[src/rtl/divider_pkg.sv]
// Shared definitions for the sequential divider: FSM state type and sizing helpers.
package divider_pkg;

  localparam int DIV_WIDTH_DEFAULT = 32;

  typedef enum logic [1:0] {
    IDLE = 2'd0,
    CALC = 2'd1,
    FIX  = 2'd2,
    DONE = 2'd3
  } div_state_e;

  // The counter must be able to hold WIDTH itself, which it reaches on leaving CALC.
  function automatic int div_cnt_width(input int width);
    return $clog2(width) + 1;
  endfunction

endpackage

[src/rtl/div_step.sv]
// One radix-2 restoring division step on unsigned magnitudes.
module div_step #(
  parameter int WIDTH = 32
) (
  input  logic [WIDTH:0]   rem_i,
  input  logic [WIDTH-1:0] divisor_i,
  output logic [WIDTH-1:0] rem_o,
  output logic             q_bit_o
);

  // rem_i < 2*divisor, so after a successful subtract the result fits in WIDTH bits
  // and the low WIDTH bits of a modular subtract are exact.
  assign q_bit_o = (rem_i >= {1'b0, divisor_i});
  assign rem_o   = q_bit_o ? (rem_i[WIDTH-1:0] - divisor_i) : rem_i[WIDTH-1:0];

endmodule

[src/rtl/sequential_divider.sv]
// Multi-cycle signed/unsigned divider: one quotient bit per clock, then sign fix-up.
module sequential_divider
  import divider_pkg::*;
#(
  parameter int WIDTH = DIV_WIDTH_DEFAULT
) (
  input  logic             clk,
  input  logic             rst,
  input  logic             start,
  input  logic             is_signed,
  input  logic [WIDTH-1:0] dividend,
  input  logic [WIDTH-1:0] divisor,
  output logic             busy,
  output logic             done,
  output logic [WIDTH-1:0] quotient,
  output logic [WIDTH-1:0] remainder,
  output logic             div_by_zero
);

  localparam int CNT_W = div_cnt_width(WIDTH);

  function automatic logic [WIDTH-1:0] cond_neg(input logic [WIDTH-1:0] v, input logic neg);
    return neg ? (-v) : v;
  endfunction

  div_state_e       state_q, state_d;
  logic [CNT_W-1:0] cnt_q, cnt_d;
  logic [WIDTH-1:0] quot_q, quot_d;
  logic [WIDTH-1:0] rem_q, rem_d;
  logic             dbz_q, dbz_d;

  logic [WIDTH-1:0] prem_q, prem_d;
  logic [WIDTH-1:0] shq_q, shq_d;
  logic [WIDTH-1:0] dvsr_q, dvsr_d;
  logic             negq_q, negq_d;
  logic             negr_q, negr_d;

  logic [WIDTH:0]   step_in;
  logic [WIDTH-1:0] step_rem;
  logic             step_qbit;

  // The dividend magnitude shifts out of shq MSB-first while quotient bits shift in.
  assign step_in = {prem_q, shq_q[WIDTH-1]};

  div_step #(.WIDTH(WIDTH)) u_step (
    .rem_i     (step_in),
    .divisor_i (dvsr_q),
    .rem_o     (step_rem),
    .q_bit_o   (step_qbit)
  );

  always_comb begin
    state_d = state_q;
    cnt_d   = cnt_q;
    quot_d  = quot_q;
    rem_d   = rem_q;
    dbz_d   = dbz_q;
    prem_d  = prem_q;
    shq_d   = shq_q;
    dvsr_d  = dvsr_q;
    negq_d  = negq_q;
    negr_d  = negr_q;
    case (state_q)
      IDLE, DONE: begin
        if (start) begin
          negq_d = is_signed & (dividend[WIDTH-1] ^ divisor[WIDTH-1]);
          negr_d = is_signed & dividend[WIDTH-1];
          shq_d  = cond_neg(dividend, is_signed & dividend[WIDTH-1]);
          dvsr_d = cond_neg(divisor, is_signed & divisor[WIDTH-1]);
          prem_d = '0;
          cnt_d  = '0;
          if (divisor == '0) begin
            quot_d  = '1;
            rem_d   = dividend;
            dbz_d   = 1'b1;
            state_d = DONE;
          end else begin
            state_d = CALC;
          end
        end else begin
          state_d = IDLE;
        end
      end
      CALC: begin
        prem_d = step_rem;
        shq_d  = {shq_q[WIDTH-2:0], step_qbit};
        cnt_d  = cnt_q + CNT_W'(1);
        if (cnt_q == CNT_W'(WIDTH - 1)) begin
          state_d = FIX;
        end
      end
      FIX: begin
        // Most-negative / -1 needs no special case: magnitude 2^(W-1) reads back as most-negative.
        quot_d  = cond_neg(shq_q, negq_q);
        rem_d   = cond_neg(prem_q, negr_q);
        dbz_d   = 1'b0;
        state_d = DONE;
      end
      default: state_d = IDLE;
    endcase
  end

  always_ff @(posedge clk or posedge rst) begin
    if (rst) begin
      state_q <= IDLE;
      cnt_q   <= '0;
      quot_q  <= '0;
      rem_q   <= '0;
      dbz_q   <= 1'b0;
    end else begin
      state_q <= state_d;
      cnt_q   <= cnt_d;
      quot_q  <= quot_d;
      rem_q   <= rem_d;
      dbz_q   <= dbz_d;
    end
  end

  // Working datapath is only meaningful while the FSM is in CALC/FIX.
  always_ff @(posedge clk) begin
    prem_q <= prem_d;
    shq_q  <= shq_d;
    dvsr_q <= dvsr_d;
    negq_q <= negq_d;
    negr_q <= negr_d;
  end

  assign busy        = (state_q == CALC) || (state_q == FIX);
  assign done        = (state_q == DONE);
  assign quotient    = quot_q;
  assign remainder   = rem_q;
  assign div_by_zero = dbz_q;

endmodule

[config.mk]
export PLATFORM = sky130hd
export DESIGN_NAME = sequential_divider
export DESIGN_NICKNAME = d
export VERILOG_FILES = /design/src/rtl/divider_pkg.sv /design/src/rtl/div_step.sv /design/src/rtl/sequential_divider.sv
export SDC_FILE = /design/constraint.sdc
export NUM_CORES = 1
export LEC_CHECK = 0
export ABC_AREA = 1
export CORE_MARGIN = 2
export CORE_UTILIZATION = 59
export DETAILED_ROUTE_END_ITERATION = 12
export PLACE_DENSITY = 0.92
export SLEW_MARGIN = 20
export SYNTH_ARGS = -nofsm -noshare
export SYNTH_HDL_FRONTEND = slang
export SYNTH_SLANG_ARGS = --single-unit
[constraint.sdc]
create_clock -name clk -period 4.62 [get_ports clk]
set_input_delay 0.693 -clock clk [delete_from_list [all_inputs] [get_ports clk]]
set_output_delay 0.693 -clock clk [all_outputs]
set_load 0.02 [all_outputs]
==> metrics.json <==
{
  "synth-seq-cells": 171,
  "drc": 0,
  "synth_area_leader_cell": "edfxtp_1",
  "areaGrowthSynthToFinish_pct": 15.9,
  "n_antenna_cell": 0,
  "timing.setup.critical_path_class": "flop to flop",
  "intPower_mw": 5.58,
  "synth_warn": 0,
  "hpwlAfterDp_mm": 33.1,
  "routed_wirelength_mm": 42.3,
  "yosys-mux-area-fraction_pct": 0,
  "vias_per_cell": 5.74,
  "final_replace_weighted_congestion": 0.994,
  "drive_gt1_share_pct": 3.85,
  "power.share.combinational_pct": 59.4,
  "synth.top_cells.by_area": "edfxtp_1 22%, nand2_1 20%, dfrtp_1 14%",
  "clkTransAtPathRegs_ns": 0.08,
  "p_sw_mw": 5.94,
  "grt_start_max_net_pins": 55,
  "synth_compound_area_share_pct": 7.76,
  "routed-via-count": 14000,
  "synth_top_flop_cell": "edfxtp_1",
  "crit_path_max_fanout": 32,
  "simple_gate_share_of_the_synthesized_area_pct": 38.1,
  "min_path_type": "flop to flop",
  "die-area_um2": 23800,
  "fin_crit_sh_pct": 70.6,
  "arrival_ns": 3.56,
  "fin_nets": 2254,
  "tightest_slew_ns": 1.05,
  "post_synth_instance_area_um2": 13300,
  "peakVddDrop_mv": 0.676,
  "synth_xor_area_share_pct": 4.01,
  "slew_violations": 0,
  "cts.repair.resized": 0,
  "cts-hold-fix-buffers": 0,
  "sw_frac_of_total_pct": 51.6,
  "slew_headroom_pct": 29.5,
  "yosys.cell_count.top_type": "nand2_1",
  "postSynthAreaPerCell_um2": 6.56,
  "initialDrtViolationCount": 1636,
  "final_hold_viol_count": 0,
  "number_of_instances_in_the_synthesized_netlist": 2030,
  "htreeDepth": 4,
  "share_of_synthesized_flip_flops_with_an_asynchronous_set_or_reset_pct": 42.7,
  "cts_setup_buffers": 0,
  "clock_skew_ns": 0.0138,
  "post_route_antenna_net_violation_count": 0,
  "clkPwrFrac_pct": 12.5,
  "fmaxAchievable_ghz": 0.306,
  "floorplan.core_area_um2": 22000,
  "rows": 54,
  "worst-endpoint-required_ns": 4.92,
  "seqPwrFrac_pct": 28.1,
  "start_util_pct": 60.6,
  "end_kind": "flop",
  "netlist_top_cells_count": "693 x nand2_1, 300 x inv_1, 234 x nor2_1",
  "leakage_nw": 7.68,
  "die_width_um": 154,
  "netlist.area_leader.share_pct": 22.1,
  "number_of_global_route_vias_before_repair": 13100,
  "fin_area_um2": 15400,
  "cts_tree": "done",
  "synth_top_family_by_area": "simple AND/OR/NAND/NOR gates",
  "initial_antenna_violation_count": 0,
  "power_density_nw_per_um2": 747,
  "start_kind": "flop",
  "cts.sink_count": 171,
  "r2r_setup_slack_ns": 1.36,
  "gr-usage-all-layers_pct": 36.2,
  "first_pass_grt_wire_length_mm": 67.7,
  "synth.distinct_cells": 43,
  "floorplan.die.height_um": 154,
  "clock-root-buffer": "clkbuf_16",
  "cts_made_buffers": 17,
  "post-route-min-period_ns": 3.26,
  "sequential_to_total_area_share_from_yosys_stat_pct": 35.8,
  "setup_repair_after_global_routing_missed_its_margin": "false",
  "worst_skew_pair.late_latency_ns": 0.45,
  "gr-total-overflow": 0,
  "outcome": "finished, final reports clean",
  "postPlaceCellArea_um2": 14800,
  "cts_max_path_bufs": 2,
  "timing.final.setup_violations": 0,
  "cap_viol_max_count": 0,
  "tns_ns": 0,
  "synth_adder_area_share_pct": 3.91,
  "ioPinCount": 135,
  "drt_pre_antenna_iters": 6,
  "postSynthNetCount": 2139,
  "port_buffers": 134,
  "number_of_synthesized_flops_with_an_enable_pin": 98,
  "total_power_mw": 11.5,
  "drt-wirelength-per-cell_um": 17.3
}
[path summary, 6_finish.rpt]
check	start	end	cells after the start
min in group asynchronous	rst	quotient[18]	2
min reg2reg	quotient[14]	quotient[14]	2
max reg2reg	prem_q[20]	prem_q[0]	12
max in group asynchronous	rst	remainder[24]	3
min	quotient[14]	quotient[14]	2
max	prem_q[20]	prem_q[0]	12
[sequential cells by signal, indices dropped and copies added, names as in the netlist, 2 cells and up]
| signal | count |
|---|---|
| prem_q | 32 |
| cnt_q | 6 |
| shq_q | 32 |
| dvsr_q | 32 |
| quotient | 32 |
| remainder | 32 |
| state_q | 2 |
[logic make-up after synthesis]
group,Yosys count
XOR/XNOR,61
adder cells (fa/ha/maj),41
buffers and inverters,352
AO/OA/AOI/OAI,189
AND/OR/NAND/NOR,1216
flip-flops,171
[metal layers]
layer	global-route usage [%]	up-vias	wire length, um
met5	0	-	0
met4	16.3	0	1800
met3	5.49	130	4610
met2	55.9	865	18200
met1	50.6	6331	17700
li1	-	6680	-
[layout by cell type (no fill, tap or decap), types with 17 or more instances in the layout]
| master | netlist | layout |
|---|---|---|
| nand2_1 | 693 | 693 |
| inv_1 | 300 | 299 |
| nor2_1 | 234 | 234 |
| nand3_1 | 195 | 195 |
| clkdlybuf4s50_1 | 0 | 134 |
| edfxtp_1 | 98 | 98 |
| o21ai_0 | 86 | 86 |
| dfrtp_1 | 73 | 73 |
| a21oi_1 | 69 | 69 |
| xor2_1 | 53 | 53 |
| ha_1 | 40 | 39 |
| nand4_1 | 26 | 26 |
| nor3_1 | 18 | 18 |
| clkbuf_16 | 0 | 17 |
[per-stage QoR]
step / setup WS (ns) / hold WS, ns / std cells / utilization, %
2_1_floorplan: 0.944 / 0.505 / 2030 / -
3_3_place_gp: 1.37 / 0.461 / 2406 / 67.6
3_5_place_dp: 1.23 / 0.465 / 2406 / 67.6
4_1_cts: 1.41 / 0.485 / 2438 / 70.2
5_1_grt: 1.22 / 0.503 / 2438 / 70.2
6_report: 1.36 / 0.481 / 2438 / 70.2
[critical path: stages (launching register included)]
cell	delay (ns)
edfxtp_1	0.56
ha_1	0.46
nand2_1	0.17
nor2_2	0.08
nand2_1	0.09
nor2_2	0.05
nand3_1	0.08
clkinv_1	0.14
nor2_4	0.19
nand2_2	0.15
nor2_4	0.63
nand2_1	0.31
nand2_1	0.19
[cell type report]
cell class / count / area, um^2
clock buffers: 18 / 429
well taps: 280 / 350
clock inverters: 14 / 145
inverters: 303 / 1140
fillers: 1872 / 6530
flip-flops and latches: 171 / 4770
repair buffers: 145 / 1420
multi-input cells: 1507 / 7170
[power groups by stage]
stage / combinational [mW] / clock [mW] / sequential [mW]
global placement: 6.50 / 0 / 3.20
CTS: 6.72 / 1.44 / 3.20
floorplan: 4.29 / 0 / 3.39
detailed placement: 6.67 / 0 / 3.23
finish: 6.84 / 1.44 / 3.24
global route: 7.56 / 1.50 / 3.30
(Power assumes the default switching activity.)
